### config.mk
export PLATFORM = sky130hd
export DESIGN_NAME = exec_sequencer
export DESIGN_NICKNAME = d
export VERILOG_FILES = /design/src/rtl/exec_sequencer.sv
export SDC_FILE = /design/constraint.sdc
export NUM_CORES = 1
export LEC_CHECK = 0
export ABC_CLOCK_PERIOD_IN_PS = 1400
export CORE_MARGIN = 10
export CORE_UTILIZATION = 40
export DETAILED_ROUTE_END_ITERATION = 8
export PLACE_DENSITY = 0.77
export SETUP_SLACK_MARGIN = 0.5
export SLEW_MARGIN = 20
export SYNTH_ARGS = -nofsm -noshare
export SYNTH_HDL_FRONTEND = slang
export SYNTH_SLANG_ARGS = --single-unit
### constraint.sdc
create_clock -name clk -period 1.4 [get_ports clk]
set_input_delay 0.28 -clock clk [delete_from_list [all_inputs] [get_ports clk]]
set_output_delay 0.28 -clock clk [all_outputs]
set_load 0.01 [all_outputs]
### src/rtl/exec_sequencer.sv
// exec_sequencer: multi-cycle instruction sequencer for a small RISC-V core.
// Walks each accepted instruction through FETCH -> EXEC [-> EXEC2 | MEM_WAIT | TRAP].
// Optional feature: define SEQ_INSTRET_EN to add the instret_o retired-instruction counter.
module exec_sequencer #(
    parameter int unsigned INSTRET_WIDTH = 32
) (
    input  logic       clk,
    input  logic       rst,
    input  logic       instr_valid_i,
    output logic       instr_ready_o,
    input  logic       jump_inst_i,
    input  logic       branch_inst_i,
    input  logic       ecall_inst_i,
    input  logic       ebreak_inst_i,
    input  logic       mret_inst_i,
    input  logic       illegal_inst_i,
    input  logic       lsu_r_en_i,
    input  logic       lsu_w_en_i,
    input  logic       cmp_result_i,
    input  logic       lsu_done_i,
    output logic       cycle_counter_o,
    output logic       rf_we_gate_o,
    output logic       pc_we_o,
    output logic [1:0] pc_sel_o,
    output logic       lsu_req_o,
    output logic       trap_o,
    output logic [3:0] trap_cause_o,
    output logic       mret_o
`ifdef SEQ_INSTRET_EN
    ,
    output logic [INSTRET_WIDTH-1:0] instret_o
`endif
);

    typedef enum logic [2:0] {
        StFetch,
        StExec,
        StExec2,
        StMemWait,
        StTrap
    } state_e;

    // Decoder flags captured when the instruction is accepted.
    typedef struct packed {
        logic illegal;
        logic ebreak;
        logic ecall;
        logic mret;
        logic jump;
        logic branch;
        logic r_en;
        logic w_en;
    } flags_t;

    state_e state_d, state_q;
    flags_t flags_d, flags_q;

    // Capture decoder flags on the accepting FETCH cycle, hold them otherwise.
    always_comb begin
        flags_d = flags_q;
        if (state_q == StFetch && instr_valid_i) begin
            flags_d = '{illegal: illegal_inst_i, ebreak: ebreak_inst_i, ecall: ecall_inst_i,
                        mret: mret_inst_i, jump: jump_inst_i, branch: branch_inst_i,
                        r_en: lsu_r_en_i, w_en: lsu_w_en_i};
        end
    end

    // Next-state and state-decoded outputs.
    always_comb begin
        state_d         = state_q;
        instr_ready_o   = 1'b0;
        cycle_counter_o = 1'b0;
        rf_we_gate_o    = 1'b0;
        pc_we_o         = 1'b0;
        pc_sel_o        = 2'd0;
        lsu_req_o       = 1'b0;
        trap_o          = 1'b0;
        trap_cause_o    = 4'd0;
        mret_o          = 1'b0;
        unique case (state_q)
            StFetch: begin
                instr_ready_o = 1'b1;
                if (instr_valid_i) state_d = StExec;
            end
            StExec: begin
                if (flags_q.illegal || flags_q.ebreak || flags_q.ecall) begin
                    state_d = StTrap;
                end else if (flags_q.mret) begin
                    pc_we_o  = 1'b1;
                    pc_sel_o = 2'd3;
                    mret_o   = 1'b1;
                    state_d  = StFetch;
                end else if (flags_q.jump) begin
                    // Link register write happens here; the jump target goes out in EXEC2.
                    rf_we_gate_o = 1'b1;
                    state_d      = StExec2;
                end else if (flags_q.branch) begin
                    if (cmp_result_i) begin
                        state_d = StExec2;
                    end else begin
                        pc_we_o = 1'b1;
                        state_d = StFetch;
                    end
                end else if (flags_q.r_en || flags_q.w_en) begin
                    // lsu_done_i is deliberately ignored until MEM_WAIT.
                    lsu_req_o = 1'b1;
                    state_d   = StMemWait;
                end else begin
                    rf_we_gate_o = 1'b1;
                    pc_we_o      = 1'b1;
                    state_d      = StFetch;
                end
            end
            StExec2: begin
                cycle_counter_o = 1'b1;
                pc_we_o         = 1'b1;
                pc_sel_o        = 2'd1;
                state_d         = StFetch;
            end
            StMemWait: begin
                lsu_req_o = 1'b1;
                if (lsu_done_i) begin
                    rf_we_gate_o = flags_q.r_en;
                    pc_we_o      = 1'b1;
                    state_d      = StFetch;
                end
            end
            StTrap: begin
                trap_o   = 1'b1;
                pc_we_o  = 1'b1;
                pc_sel_o = 2'd2;
                if (flags_q.illegal) trap_cause_o = 4'd2;
                else if (flags_q.ebreak) trap_cause_o = 4'd3;
                else trap_cause_o = 4'd11;
                state_d = StFetch;
            end
            default: state_d = StFetch;
        endcase
    end

    // State and captured-flag registers.
    always_ff @(posedge clk) begin
        if (rst) begin
            state_q <= StFetch;
            flags_q <= '0;
        end else begin
            state_q <= state_d;
            flags_q <= flags_d;
        end
    end

`ifdef SEQ_INSTRET_EN
    logic [INSTRET_WIDTH-1:0] instret_d, instret_q;

    // Every PC update retires an instruction, except the trap-entry redirect.
    always_comb begin
        instret_d = instret_q;
        if (pc_we_o && state_q != StTrap) instret_d = instret_q + INSTRET_WIDTH'(1);
    end

    // Retired-instruction counter, wraps naturally.
    always_ff @(posedge clk) begin
        if (rst) instret_q <= '0;
        else     instret_q <= instret_d;
    end

    assign instret_o = instret_q;
`endif

endmodule

==> results summary <==
The antenna diode instance count is 0. In this run the worst hold path is classified as in -> reg. The count of input and output buffers came out at 24. The first-pass iteration count of the detailed router came out at 4. The mean post-synth cell area came out at 7.28 µm². The worst slack at placement is -0.700 ns. The maximum number of pins on one net before global-route repair came out at 9.

The arrival time of data at the critical path endpoint came out at 1.47 ns. The routed layout has 810 vias. The final setup skew came out at 0.00145 ns. The gate count of the mapped netlist came out at 84. The largest vdd supply drop came out at 0.000723 V. The power density normalized to cell area is 1040 nW/µm². The residual overflow from global routing came out at 0. The all-layer global routing usage came out at 12.0%. STA classifies the critical path endpoint as an output port. The source-to-sink clock delay at the later pin of the worst-skew pair is 0.28 ns. The worst setup path is launched from a flip-flop. The run finished, with violations left. The sequential cell area in the final layout is 238 µm². The synthesized design spends more area on one cell type than any other, namely sky130_fd_sc_hd__dfxtp_1. The number of clock buffers added by TritonCTS is 3. After filler insertion, the fill cell instance count of the layout stands at 80. The number of cells on the worst reg-to-reg path is 8. The placed cell area came out at 1010 µm². The share of flip-flops with an asynchronous set or reset after synthesis is 0%. The final critical-path required period is 1.75 ns.

The most used flip-flop cell after synthesis is sky130_fd_sc_hd__dfxtp_1. The remaining antenna violation count after routing came out at 0. CTS saw 11 sinks. The tool flagged a number of max-cap violations equal to 0. The post-layout net count is 151. In this run, synthesis inferred 0 flip-flops with an integrated enable.

The number of global-route vias before repair came out at 790. Once the floorplan was initialized, standard cells occupied 41.6% of the core. The count of H-tree levels built during CTS is 1.

The die area is 3490 µm². The clock tree from TritonCTS is done. The checks that failed: negative setup slack.

The number of vias per cell after detailed routing is 5.29. The proportion of synthesized chip area in sequential cells came out at 36.0%. The instance count along the most critical hold path came out at 2. The synthesized net count came out at 97. Setup repair after global routing could not meet its margin everywhere.

The layout overhead on the synthesized area came out at 109%. Summed over all layers, the routed wires come to 2550 µm. Measured along the y axis, the die boundary spans 59.1 µm. The number of ports placed on the die boundary is 26. By area the synthesized netlist is led by sky130_fd_sc_hd__dfxtp_1 (36%), sky130_fd_sc_hd__nand2_1 (12%), sky130_fd_sc_hd__a21oi_1 (9.0%). The worst endpoint required time came out at 1.12 ns.

The buffer levels on the longest clock path is 2. The number of storage elements in the synthesis netlist came out at 11. The critical path is of the reg -> out type. The post-route worst setup slack is -0.354 ns. The final setup violation count is 20.

The area of the mapped netlist is 612 µm². The first-pass GRT wire length came out at 3330 µm. Hold repair after CTS inserted 0 buffers. The die span in x is 59.1 µm. The clock transition at the registers of the reported paths came out at 0.07 ns. The initial antenna violation count came out at 0. Clock tree synthesis selected as its root buffer the cell sky130_fd_sc_hd__clkbuf_4.

After detailed routing, the number of remaining DRC violations is 0. The number of different library cells used by synthesis comes to 26. The count of endpoints failing hold in the final timing report came out at 0. The share of Yosys cell area claimed by the top area cell type is 36.0%. After floorplanning, the core was sized to cover 1470 µm². The final max-slew violation count came out at 0.

The maximum operating frequency came out at 570 MHz. The maximum net fanout on the critical path came out at 5. The proportion of layout cells with a drive suffix above 1 came out at 64.2%. The post-DP HPWL came out at 1470 µm. The average wire per standard cell came out at 16.6 µm.

The number of standard-cell rows in the floorplan came out at 14. The tightest hold margin is 0.423 ns. The iteration-0 DRC count of the detailed router came out at 6. The finished cells cover 1280 µm². The multi-input combinational cells in the finished layout cover a total of 493 µm². The placer congestion estimate came out at 0.759.

The static leakage power came out at 0.572 nW. The number of warnings reported in the yosys synthesis log is 0. The overall power came out at 1.33 mW. The final cycle utilization of the critical path is 125%.
synthesized netlist by cell type, drive strengths merged, types with 2 or more instances:
master and count:
nor3b 2, nor2 5, o22ai 3, inv 4, nand3 2, buf 6
and2 3, a21oi 11, nor3 5, dfxtp 11, nand2 20, nand2b 2
nor4 2
power by group:
part           total [mW]  internal [mW]  switching [mW]
sequential          0.401          0.352          0.0484
combinational       0.700          0.381           0.319
clock               0.227          0.111           0.116
registers in the layout, summed over array words and instances (netlist names):
| name | cells |
|---|---|
| flags_q | 8 |
| state_q | 3 |
path summary, 6_finish.rpt:
check / slack (ns) / from / end
setup / recovery: -0.35 / flags_q[1] / pc_we_o
hold / removal: 0.42 / rst / flags_q[7]
setup reg to reg: -0.08 / state_q[2] / flags_q[6]
hold reg to reg: 0.50 / flags_q[3] / flags_q[3]
worst max-delay path, cell delays in order (launching register included):
cell and delay (ns):
sky130_fd_sc_hd__dfxtp_1 0.40, sky130_fd_sc_hd__nor2_1 0.08, sky130_fd_sc_hd__a21o_1 0.19, sky130_fd_sc_hd__o211ai_1 0.23, sky130_fd_sc_hd__o311ai_1 0.13, sky130_fd_sc_hd__buf_2 0.16
kinds of logic after synthesis:
kind of cell / count (synthesis) / synth area share, %
flip-flops: 11 / 36.0
AND/OR/NAND/NOR: 43 / 35.4
AO/OA/AOI/OAI: 19 / 18.0
other: 1 / 0.613
buffers and inverters: 10 / 10.0
placed cells by master (no fill, tap or decap), types with 2 or more instances in the layout:
cell	netlist	routed
sky130_fd_sc_hd__and2_4	0	2
sky130_fd_sc_hd__a21oi_1	11	2
sky130_fd_sc_hd__o22ai_2	0	2
sky130_fd_sc_hd__nand2b_1	2	2
sky130_fd_sc_hd__nor3_4	1	3
sky130_fd_sc_hd__dfxtp_4	0	3
sky130_fd_sc_hd__clkbuf_4	0	3
sky130_fd_sc_hd__nand2_2	0	7
sky130_fd_sc_hd__dfxtp_2	0	5
sky130_fd_sc_hd__buf_4	2	20
sky130_fd_sc_hd__a21oi_2	0	8
sky130_fd_sc_hd__nor2_1	5	3
sky130_fd_sc_hd__clkdlybuf4s50_1	0	10
sky130_fd_sc_hd__buf_2	1	7
sky130_fd_sc_hd__buf_6	2	15
sky130_fd_sc_hd__inv_1	4	2
sky130_fd_sc_hd__dfxtp_1	11	3
sky130_fd_sc_hd__nand2_1	20	12
layer usage:
metal | wire [µm] | up-vias | global-route usage [%]
li1 | - | 391 | -
met2 | 1290 | 37 | 21.0
met3 | 158 | 14 | 4.51
met5 | 0 | - | 0
met1 | 982 | 368 | 11.7
met4 | 115 | 0 | 7.21
what timing repair did:
action / in CTS / in global routing
buffers inserted: 6 / 7
setup endpoints to repair: 23 / 23
resized for setup: 77 / 26
pin swaps: 8 / 14
area by class of cell:
class / instances / share of cell area, %
Timing Repair Buffer: 55 / 38.0
Tap cell: 16 / 1.56
Sequential cell: 11 / 18.6
Inverter: 4 / 1.37
Multi-Input combinational cell: 63 / 38.5
Clock buffer: 4 / 2.05
stage by stage:
stage	TNS (ns)	cells	util, %
CTS	-1.97	146	77.0
finish	-2.84	153	87.1
global placement	-3.13	136	68.9
detailed placement	-3.55	136	68.9
global route	-3.84	153	87.1
floorplan	0	84	-
No activity file was read; power rests on OpenSTA's default activity.
